### src/rtl/vram_arb_pkg.sv
// Shared types and constants for the VRAM port arbiter and its palette file.
package vram_arb_pkg;

    localparam int VRAM_DEPTH  = 2048;
    localparam int PAL_ENTRIES = 8;
    localparam int PAL_SEL_BIT = 11;

    typedef enum logic [1:0] {
        IDLE,
        RD_WAIT,
        RESP
    } arb_state_t;

    typedef struct packed {
        logic [11:0] addr;
        logic        we;
        logic [3:0]  strb;
        logic [31:0] wdata;
    } axi_req_t;

    // Merge new data into an old word, one byte per strobe bit.
    function automatic logic [31:0] apply_strb(input logic [31:0] old_word,
                                               input logic [31:0] new_word,
                                               input logic [3:0]  strb);
        logic [31:0] result;
        result = old_word;
        for (int b = 0; b < 4; b++) begin
            if (strb[b]) begin
                result[b*8 +: 8] = new_word[b*8 +: 8];
            end
        end
        return result;
    endfunction

endpackage

### src/rtl/palette_regfile.sv
// 8x32 palette register file with bytewise write strobes, one write port,
// one combinational read port and the whole file exported for the colour mapper.
module palette_regfile
    import vram_arb_pkg::*;
(
    input  logic        clk,
    input  logic        reset,
    input  logic        wr_en,
    input  logic [2:0]  wr_idx,
    input  logic [3:0]  wr_strb,
    input  logic [31:0] wr_data,
    input  logic [2:0]  rd_idx,
    output logic [31:0] rd_data,
    output logic [31:0] entries [PAL_ENTRIES]
);

    // Entries clear on reset; a write lands the cycle after it is presented.
    always_ff @(posedge clk) begin
        if (reset) begin
            for (int i = 0; i < PAL_ENTRIES; i++) begin
                entries[i] <= '0;
            end
        end else if (wr_en) begin
            entries[wr_idx] <= apply_strb(entries[wr_idx], wr_data, wr_strb);
        end
    end

    assign rd_data = entries[rd_idx];

endmodule

### src/rtl/vram_port_arbiter.sv
// Arbitrates one single-port VRAM between display fetch (priority) and AXI
// register access; address bit 11 selects the internal palette file instead.
// Optional build macro: VRAM_ARB_STARVE_GUARD_EN forces an AXI grant after
// STARVE_LIMIT consecutive blocked cycles.
module vram_port_arbiter
    import vram_arb_pkg::*;
#(
    parameter int ADDR_W       = 12,
    parameter int VRAM_AW      = 11,
    parameter int STARVE_LIMIT = 15
) (
    input  logic               clk,
    input  logic               reset,
    input  logic               disp_req,
    input  logic [VRAM_AW-1:0] disp_addr,
    output logic               disp_gnt,
    output logic               disp_rvalid,
    output logic [31:0]        disp_rdata,
    input  logic               axi_valid,
    output logic               axi_ready,
    input  logic [ADDR_W-1:0]  axi_addr,
    input  logic               axi_we,
    input  logic [3:0]         axi_strb,
    input  logic [31:0]        axi_wdata,
    output logic               axi_rvalid,
    input  logic               axi_rready,
    output logic [31:0]        axi_rdata,
    output logic               mem_en,
    output logic [3:0]         mem_we,
    output logic [VRAM_AW-1:0] mem_addr,
    output logic [31:0]        mem_wdata,
    input  logic [31:0]        mem_rdata,
    output logic [31:0]        palette [PAL_ENTRIES]
);

    arb_state_t  state;
    axi_req_t    req;
    logic        pal_sel;
    logic        accept;
    logic        starve_force;
    logic        pal_wr;
    logic [31:0] pal_rdata;

    assign req     = '{addr: axi_addr, we: axi_we, strb: axi_strb, wdata: axi_wdata};
    assign pal_sel = req.addr[PAL_SEL_BIT];

`ifdef VRAM_ARB_STARVE_GUARD_EN
    localparam int CW = $clog2(STARVE_LIMIT + 1);
    logic [CW-1:0] starve_cnt;

    assign starve_force = (state == IDLE) && axi_valid && !pal_sel &&
                          (starve_cnt == CW'(STARVE_LIMIT));

    // Count consecutive blocked AXI VRAM cycles, saturating at the limit.
    always_ff @(posedge clk) begin
        if (reset) begin
            starve_cnt <= '0;
        end else if (accept || !(axi_valid && !pal_sel)) begin
            starve_cnt <= '0;
        end else if (starve_cnt != CW'(STARVE_LIMIT)) begin
            starve_cnt <= starve_cnt + 1'b1;
        end
    end
`else
    // Display has absolute priority; the starvation limit plays no role here.
    logic unused_starve_limit;
    assign unused_starve_limit = |STARVE_LIMIT;
    assign starve_force        = 1'b0;
`endif

    assign disp_gnt  = disp_req && !starve_force;
    assign axi_ready = axi_valid && (state == IDLE) && (pal_sel || !disp_gnt);
    assign accept    = axi_ready;
    assign pal_wr    = accept && pal_sel && req.we;

    // Display data comes straight off the RAM output in the cycle after its grant.
    assign disp_rdata = mem_rdata;

    // Steer the VRAM port: display first, then an accepted AXI VRAM access.
    always_comb begin
        mem_en    = 1'b0;
        mem_we    = 4'b0000;
        mem_addr  = '0;
        mem_wdata = '0;
        if (disp_gnt) begin
            mem_en   = 1'b1;
            mem_addr = disp_addr;
        end else if (accept && !pal_sel) begin
            mem_en    = 1'b1;
            mem_we    = req.we ? req.strb : 4'b0000;
            mem_addr  = req.addr[VRAM_AW-1:0];
            mem_wdata = req.wdata;
        end
    end

    // Display read-valid is the grant delayed by the RAM latency.
    always_ff @(posedge clk) begin
        if (reset) begin
            disp_rvalid <= 1'b0;
        end else begin
            disp_rvalid <= disp_gnt;
        end
    end

    // AXI read sequencing: VRAM reads wait one cycle for RAM data, palette reads
    // capture at accept; the response is held until the master takes it.
    always_ff @(posedge clk) begin
        if (reset) begin
            state      <= IDLE;
            axi_rvalid <= 1'b0;
            axi_rdata  <= '0;
        end else begin
            case (state)
                IDLE: begin
                    if (accept && !req.we) begin
                        if (pal_sel) begin
                            axi_rdata  <= pal_rdata;
                            axi_rvalid <= 1'b1;
                            state      <= RESP;
                        end else begin
                            state <= RD_WAIT;
                        end
                    end
                end
                RD_WAIT: begin
                    axi_rdata  <= mem_rdata;
                    axi_rvalid <= 1'b1;
                    state      <= RESP;
                end
                RESP: begin
                    if (axi_rready) begin
                        axi_rvalid <= 1'b0;
                        state      <= IDLE;
                    end
                end
                default: begin
                    state      <= IDLE;
                    axi_rvalid <= 1'b0;
                end
            endcase
        end
    end

    palette_regfile u_palette (
        .clk     (clk),
        .reset   (reset),
        .wr_en   (pal_wr),
        .wr_idx  (req.addr[2:0]),
        .wr_strb (req.strb),
        .wr_data (req.wdata),
        .rd_idx  (req.addr[2:0]),
        .rd_data (pal_rdata),
        .entries (palette)
    );

endmodule
### config.mk
export PLATFORM = sky130hd
export DESIGN_NAME = vram_port_arbiter
export DESIGN_NICKNAME = d
export VERILOG_FILES = /design/src/rtl/vram_arb_pkg.sv /design/src/rtl/palette_regfile.sv /design/src/rtl/vram_port_arbiter.sv
export SDC_FILE = /design/constraint.sdc
export NUM_CORES = 1
export LEC_CHECK = 0
export ABC_AREA = 1
export BUFFER_PORTS_ARGS = -buffer_cell sky130_fd_sc_hd__clkbuf_2
export CAP_MARGIN = 0
export CORE_ASPECT_RATIO = 1.4
export CORE_MARGIN = 2
export CORE_UTILIZATION = 30
export DETAILED_ROUTE_END_ITERATION = 10
export GPL_TIMING_DRIVEN = 0
export SLEW_MARGIN = 20
export SYNTH_ARGS = -nofsm -noshare
export SYNTH_HDL_FRONTEND = slang
export SYNTH_SLANG_ARGS = --single-unit
### constraint.sdc
create_clock -name clk -period 1.9 [get_ports clk]
set_clock_uncertainty 0.2 [all_clocks]
set_input_delay 0.095 -clock clk [delete_from_list [all_inputs] [get_ports clk]]
set_output_delay 0.095 -clock clk [all_outputs]
set_load 0.01 [all_outputs]
; ---- Yosys cells after proc, flatten, opt, wreduce, memory -nomap -nowiden
; Cells that the tools add are included.
[word_totals]
regBits = 292
in_bits = 97
output_inout_bits = 372
wordCells = 74
[op_classes]
n_lt_le_gt_ge = 2
eq_ne = 5
mux = 38
bitwise_logic = 1
reduce_logical = 16
[ops]
columns = op, n
row1 = $bwmux 256, 1
row2 = $mux 32, 7
row3 = $bmux 32 s3, 1
row4 = $demux 32 s3, 1
row5 = $mux 8, 12
row6 = $pmux 32 s2, 1
row7 = $mux 11, 2
row8 = $mux 4, 3
row9 = $logic_and 1x1->1, 7
row10 = $mux 2, 3
row11 = $pmux 2 s3, 1
row12 = $reduce_and 3->1, 2
row13 = $mux 1, 5
row14 = $ge 4x4->1 const B, 1
row15 = $lt 4x1->1 const B, 1
row16 = $ne 2x2->1 const B, 2
row17 = $not 3->4, 1
row18 = $logic_not 1->1, 3
row19 = $pmux 1 s3, 1
row20 = $eq 2x1->1 const B, 1
row21 = $eq 2x2->1 const B, 1
row22 = $logic_not 2->1, 1
row23 = $ne 2x1->1 const B, 1
row24 = $reduce_and 2->1, 1
row25 = 2 further kinds, 2

; ---- Logic depth before layout (Yosys ltp)
[depth]
ltp_word = 8
ltp_mapped = 10
ltp_nobuf = 8

; ---- Modules after synthesis
; Synthesis repeated with hierarchy kept, for this count alone.
[unflattened]
hier_cells = 2538
hier_area_um2 = 16532.1
[modules_own_cells]
columns = module, n_inst, cells_per_inst, area_each_um2, seq_area_each_um2
row1 = palette_regfile, 1, 2051, 13559.3, 5124.9
row2 = vram_port_arbiter, 1, 487, 2972.9, 720.7

; ---- Worst setup path before layout
; OpenSTA, ideal clock, no wires.
[synth_timing]
path_kind = register -> register
start = reg state[1]
end = reg u_palette.entries[10] in the netlist's numbering
arrival_time_ns = 1.373
setup_slack_ns = 0.199
stages_incl_launch_ff = 8
cell_sequence = dfxtp_1 -> nor2_2 -> nand2_1 -> nor2_4 -> nand2_4 -> nor2_4 -> clkbuf_1 -> a21oi_1
[synth_between]
elab_chain_len = 5
[synth_rtl]
columns = item, line
row1 = start: declaration, vram_port_arbiter.sv:36  ; arb_state_t state;
row2 = start signal: assignment, vram_port_arbiter.sv:109  ; state <= IDLE;
row3 = start signal: assignment, vram_port_arbiter.sv:119  ; state <= RESP;
row4 = start signal: assignment, vram_port_arbiter.sv:121  ; state <= RD_WAIT;
row5 = $logic_not 2->1, vram_port_arbiter.sv:72  ; assign axi_ready = axi_valid && (state == IDLE) && (pal_sel || !disp_gnt);
row6 = $logic_and 1x1->1 (2 in series), vram_port_arbiter.sv:72
row7 = $logic_and 1x1->1 (2 in series), vram_port_arbiter.sv:74  ; assign pal_wr = accept && pal_sel && req.we;
row8 = end signal: indexed assignment, palette_regfile.sv:24  ; entries[wr_idx] <= apply_strb(entries[wr_idx], wr_data, wr_strb);
row9 = end: declaration, palette_regfile.sv:14  ; output logic [31:0] entries [PAL_ENTRIES]
; No other way between the ends.
; A chain may end at the register's enable or synchronous reset.

; ---- Final worst setup path
[layout_timing]
start = reg state[0]
end = out mem_we[0]
[layout_between]
elab_chain_len = 6
[layout_rtl]
columns = item, line
row1 = $logic_not 2->1, vram_port_arbiter.sv:72
row2 = $logic_and 1x1->1 (2 in series), vram_port_arbiter.sv:72
row3 = $logic_and 1x1->1, vram_port_arbiter.sv:88  ; end else if (accept && !pal_sel) begin
row4 = $mux 4, vram_port_arbiter.sv:88
row5 = $mux 4, vram_port_arbiter.sv:85  ; if (disp_gnt) begin
row6 = end: declaration, vram_port_arbiter.sv:29  ; output logic [3:0] mem_we,
; No other way between the ends.

==> run metrics <==
die width=between 150 and 200 um; post-synth top area cell=dfxtp_1; hold_sp=axi_addr[11]; drt wl/cell=about 22 um; Clock transition at path regs=0.06 ns; Initial DRT Pass Iterations=5; Distinct cells, synth=22; RSZ-0062 raised after global routing=yes; area occupied by registers=5850 um^2; final period utilization=113%; largest net degree at the start of global routing=14; grt ovf=0; critical path type=register to output port; final worst setup slack=-0.252 ns; fill count=around 4,800; Clock Path Buffers=3; final net count=~3,000; Yosys Warn Count=0; post-synthesis register bit count=roughly 290; total I/O pin count=469; Routed Wire Length=76.2 mm; area occupied by multi-input gates=~6400 um^2; routed vias=about 17,000; CTS sink count=292; # rows=94; Worst Setup End Kind=output port; Post-route DRC=0; Antenna Diode Count=0; antenna-violating nets left=0; routability cong.=0.941; crit-path leading delay family=buffers and inverters; share of cells above drive strength 1=a little over a quarter; DRT iter0 DRCs=approximately 1,500; Slew Limit Headroom=roughly 50%; Avg Vias per Cell=approximately 5; Syn Nets=roughly 2,300; vias in the first global route=roughly 16,000; actual slew at the worst max-slew pin=0.757 ns; CTS buffer count=34; Area growth syn-to-layout=47.0%; Final HPWL DP=~56 mm; Cell Pwr Density=around 770 nW/um^2; crit path cell chain=nor2_4 -> nand3_2 -> inv_4 -> nand2_8 -> clkbuf_16 -> nor3_4 -> buf_2; die area=~50,000 um^2; first-pass GRT wire length=104 mm; Syn Std Cell Area=14,200 um^2; final setup violation count=276; maximum capacitance violations=0; starting density of the core=30.3%; Critical Path RT=around 1.6 ns; gr usage total=between 20% and 30%; Yosys top cell area share=~41%; CP Launch Point=state[0]$_SDFFE_PP0P_; CTS tree=built; Synth Area per Inst=6.46 um^2; Max Slew Vio Count=0; Synth area leaders=dfxtp_1 41%, nand2_1 14%, a21oi_1 9.1%, inv_1 8.7%, o21ai_0 8.4%; Seq/Total Area, Yosys=41.1%; crit start category=register; worst r2r src=state[0]$_SDFFE_PP0P_; area of the core=between 40,000 and 50,000 um^2; Hold Buf Count CTS=between 50 and 60; hold_ws=-0.0560 ns; final hold vios=10; worst hold path type=input port to register; VDD IR max=0.567 mV; initial antenna violation count=1; WP data arrival=1.86 ns; H-tree Lvls=2; failing checks=hold timing, setup timing; status=complete, but fails checks; CP max stage delay=about 0.33 ns; IO buf count=between 400 and 500; leak pwr=10.4 nW; worst-path maximum fanout=5; clock root buffer=clkbuf_16; DIE HEIGHT=262 um; clock insertion delay at the later pin of the skew report=0.54 ns; crit path buf inv count=3; Fmax=between 0.4 and 0.5 GHz; post-layout util=approximately 45%; total power=about 16 mW; Syn Inst Count=2,202; Final Critical Period=approximately 2.2 ns; CP max-delay cell=dfxtp_2
[cell families after synthesis]
| family | count (synthesis) | share of synthesized area [%] |
|---|---|---|
| AND/OR/NAND/NOR | 869 | 25.0 |
| AO/OA/AOI/OAI | 527 | 18.9 |
| buffers and inverters | 514 | 15.0 |
| flip-flops | 292 | 41.1 |
[state kept, by name (all words and copies together), names as in the netlist]
register,flops
axi_rdata,32
u_palette.entries,256
axi_rvalid,1
disp_rvalid,1
state,2
[path summary, 6_finish.rpt]
kind	slack, ns	depth (start not counted)	endpoint
hold reg to reg	0.29	2	axi_rvalid$_SDFFE_PP0P_
hold / removal	-0.06	6	axi_rdata[17]$_SDFFE_PP0P_
setup reg to reg	-0.25	11	u_palette.entries[38]$_SDFFE_PP0P_
setup / recovery	-0.25	7	mem_we[0]
[power by group]
| part | switching (mW) | internal [mW] | total (mW) |
|---|---|---|---|
| Combinational | 1.71 | 0.923 | 2.64 |
| Clock | 2.79 | 4.19 | 6.98 |
| Sequential | 0.116 | 6.28 | 6.39 |
[worst min-delay path, stage by stage]
cell	delay (ns)
clkbuf_2	0.09
inv_1	0.13
a21oi_4	0.12
nand3_1	0.08
nor2_1	0.04
nor2_1	0.07
[layer usage]
metal  global-route usage, %  share of wire [%]
met1                    33.0                 37
met2                    50.7                 49
met3                    5.41                7.8
met4                    15.2                6.0
met5                       0              0.021
[Yosys cell counts]
cell      count
nand2_1     524
inv_1       330
dfxtp_1     292
a21oi_1     259
o21ai_0     240
nor2_1      165
nand3_1     161
clkbuf_1     81
buf_2        61
buf_4        33
o21ai_1      19
nor2_4        9
a32o_1        8
clkinv_1      5
nor3_1        4
clkbuf_2      2
inv_2         2
nand2_4       2
nor2_2        2
nand3b_1      1
nand4_1       1
o21ai_2       1
[cells in the final DEF, fill, tap and decap left out, drive strengths merged]
cell and count:
nand3 161, dlygate4sd3 51, dfxtp 292, o21ai 260
nand4 1, nor2 176, buf 168, nand3b 1
a21oi 259, clkinvlp 1, bufinv 5, inv 333
nand2 526, nor3 4, a32o 8, clkbuf 593
clkinv 10
[metrics by stage]
stage / setup WS (ns) / std cells / setup TNS (ns) / area [um^2] / hold WS [ns]
global route: -0.328 / 3473 / -69.73 / 20900 / 0.000442
global placement: -0.817 / 3290 / -196.62 / 17300 / 0.154
detailed placement: -0.879 / 3290 / -199.82 / 17300 / 0.156
floorplan: 0.199 / 2202 / 0 / 14200 / -0.0359
CTS: -0.250 / 3440 / -27.63 / 20200 / -0.0939
finish: -0.252 / 3473 / -46.26 / 20900 / -0.0560
[layout make-up]
class / count / share of cell area (%)
clock inverters: 12 / 0.934
repair buffers: 595 / 19.1
well taps: 624 / 3.74
plain buffers: 170 / 7.03
inverters: 337 / 6.06
flip-flops and latches: 292 / 28.0
clock buffers: 47 / 4.55
multi-input cells: 1396 / 30.6
[repair_timing]
action,in CTS,in global routing
gates resized for setup,207,155
pin swaps,8,11
gates cloned,4,15
buffers inserted,37,24
setup endpoints to repair,338,339
endpoints found under the hold margin,142,2
No activity file was read; power rests on OpenSTA's default activity.
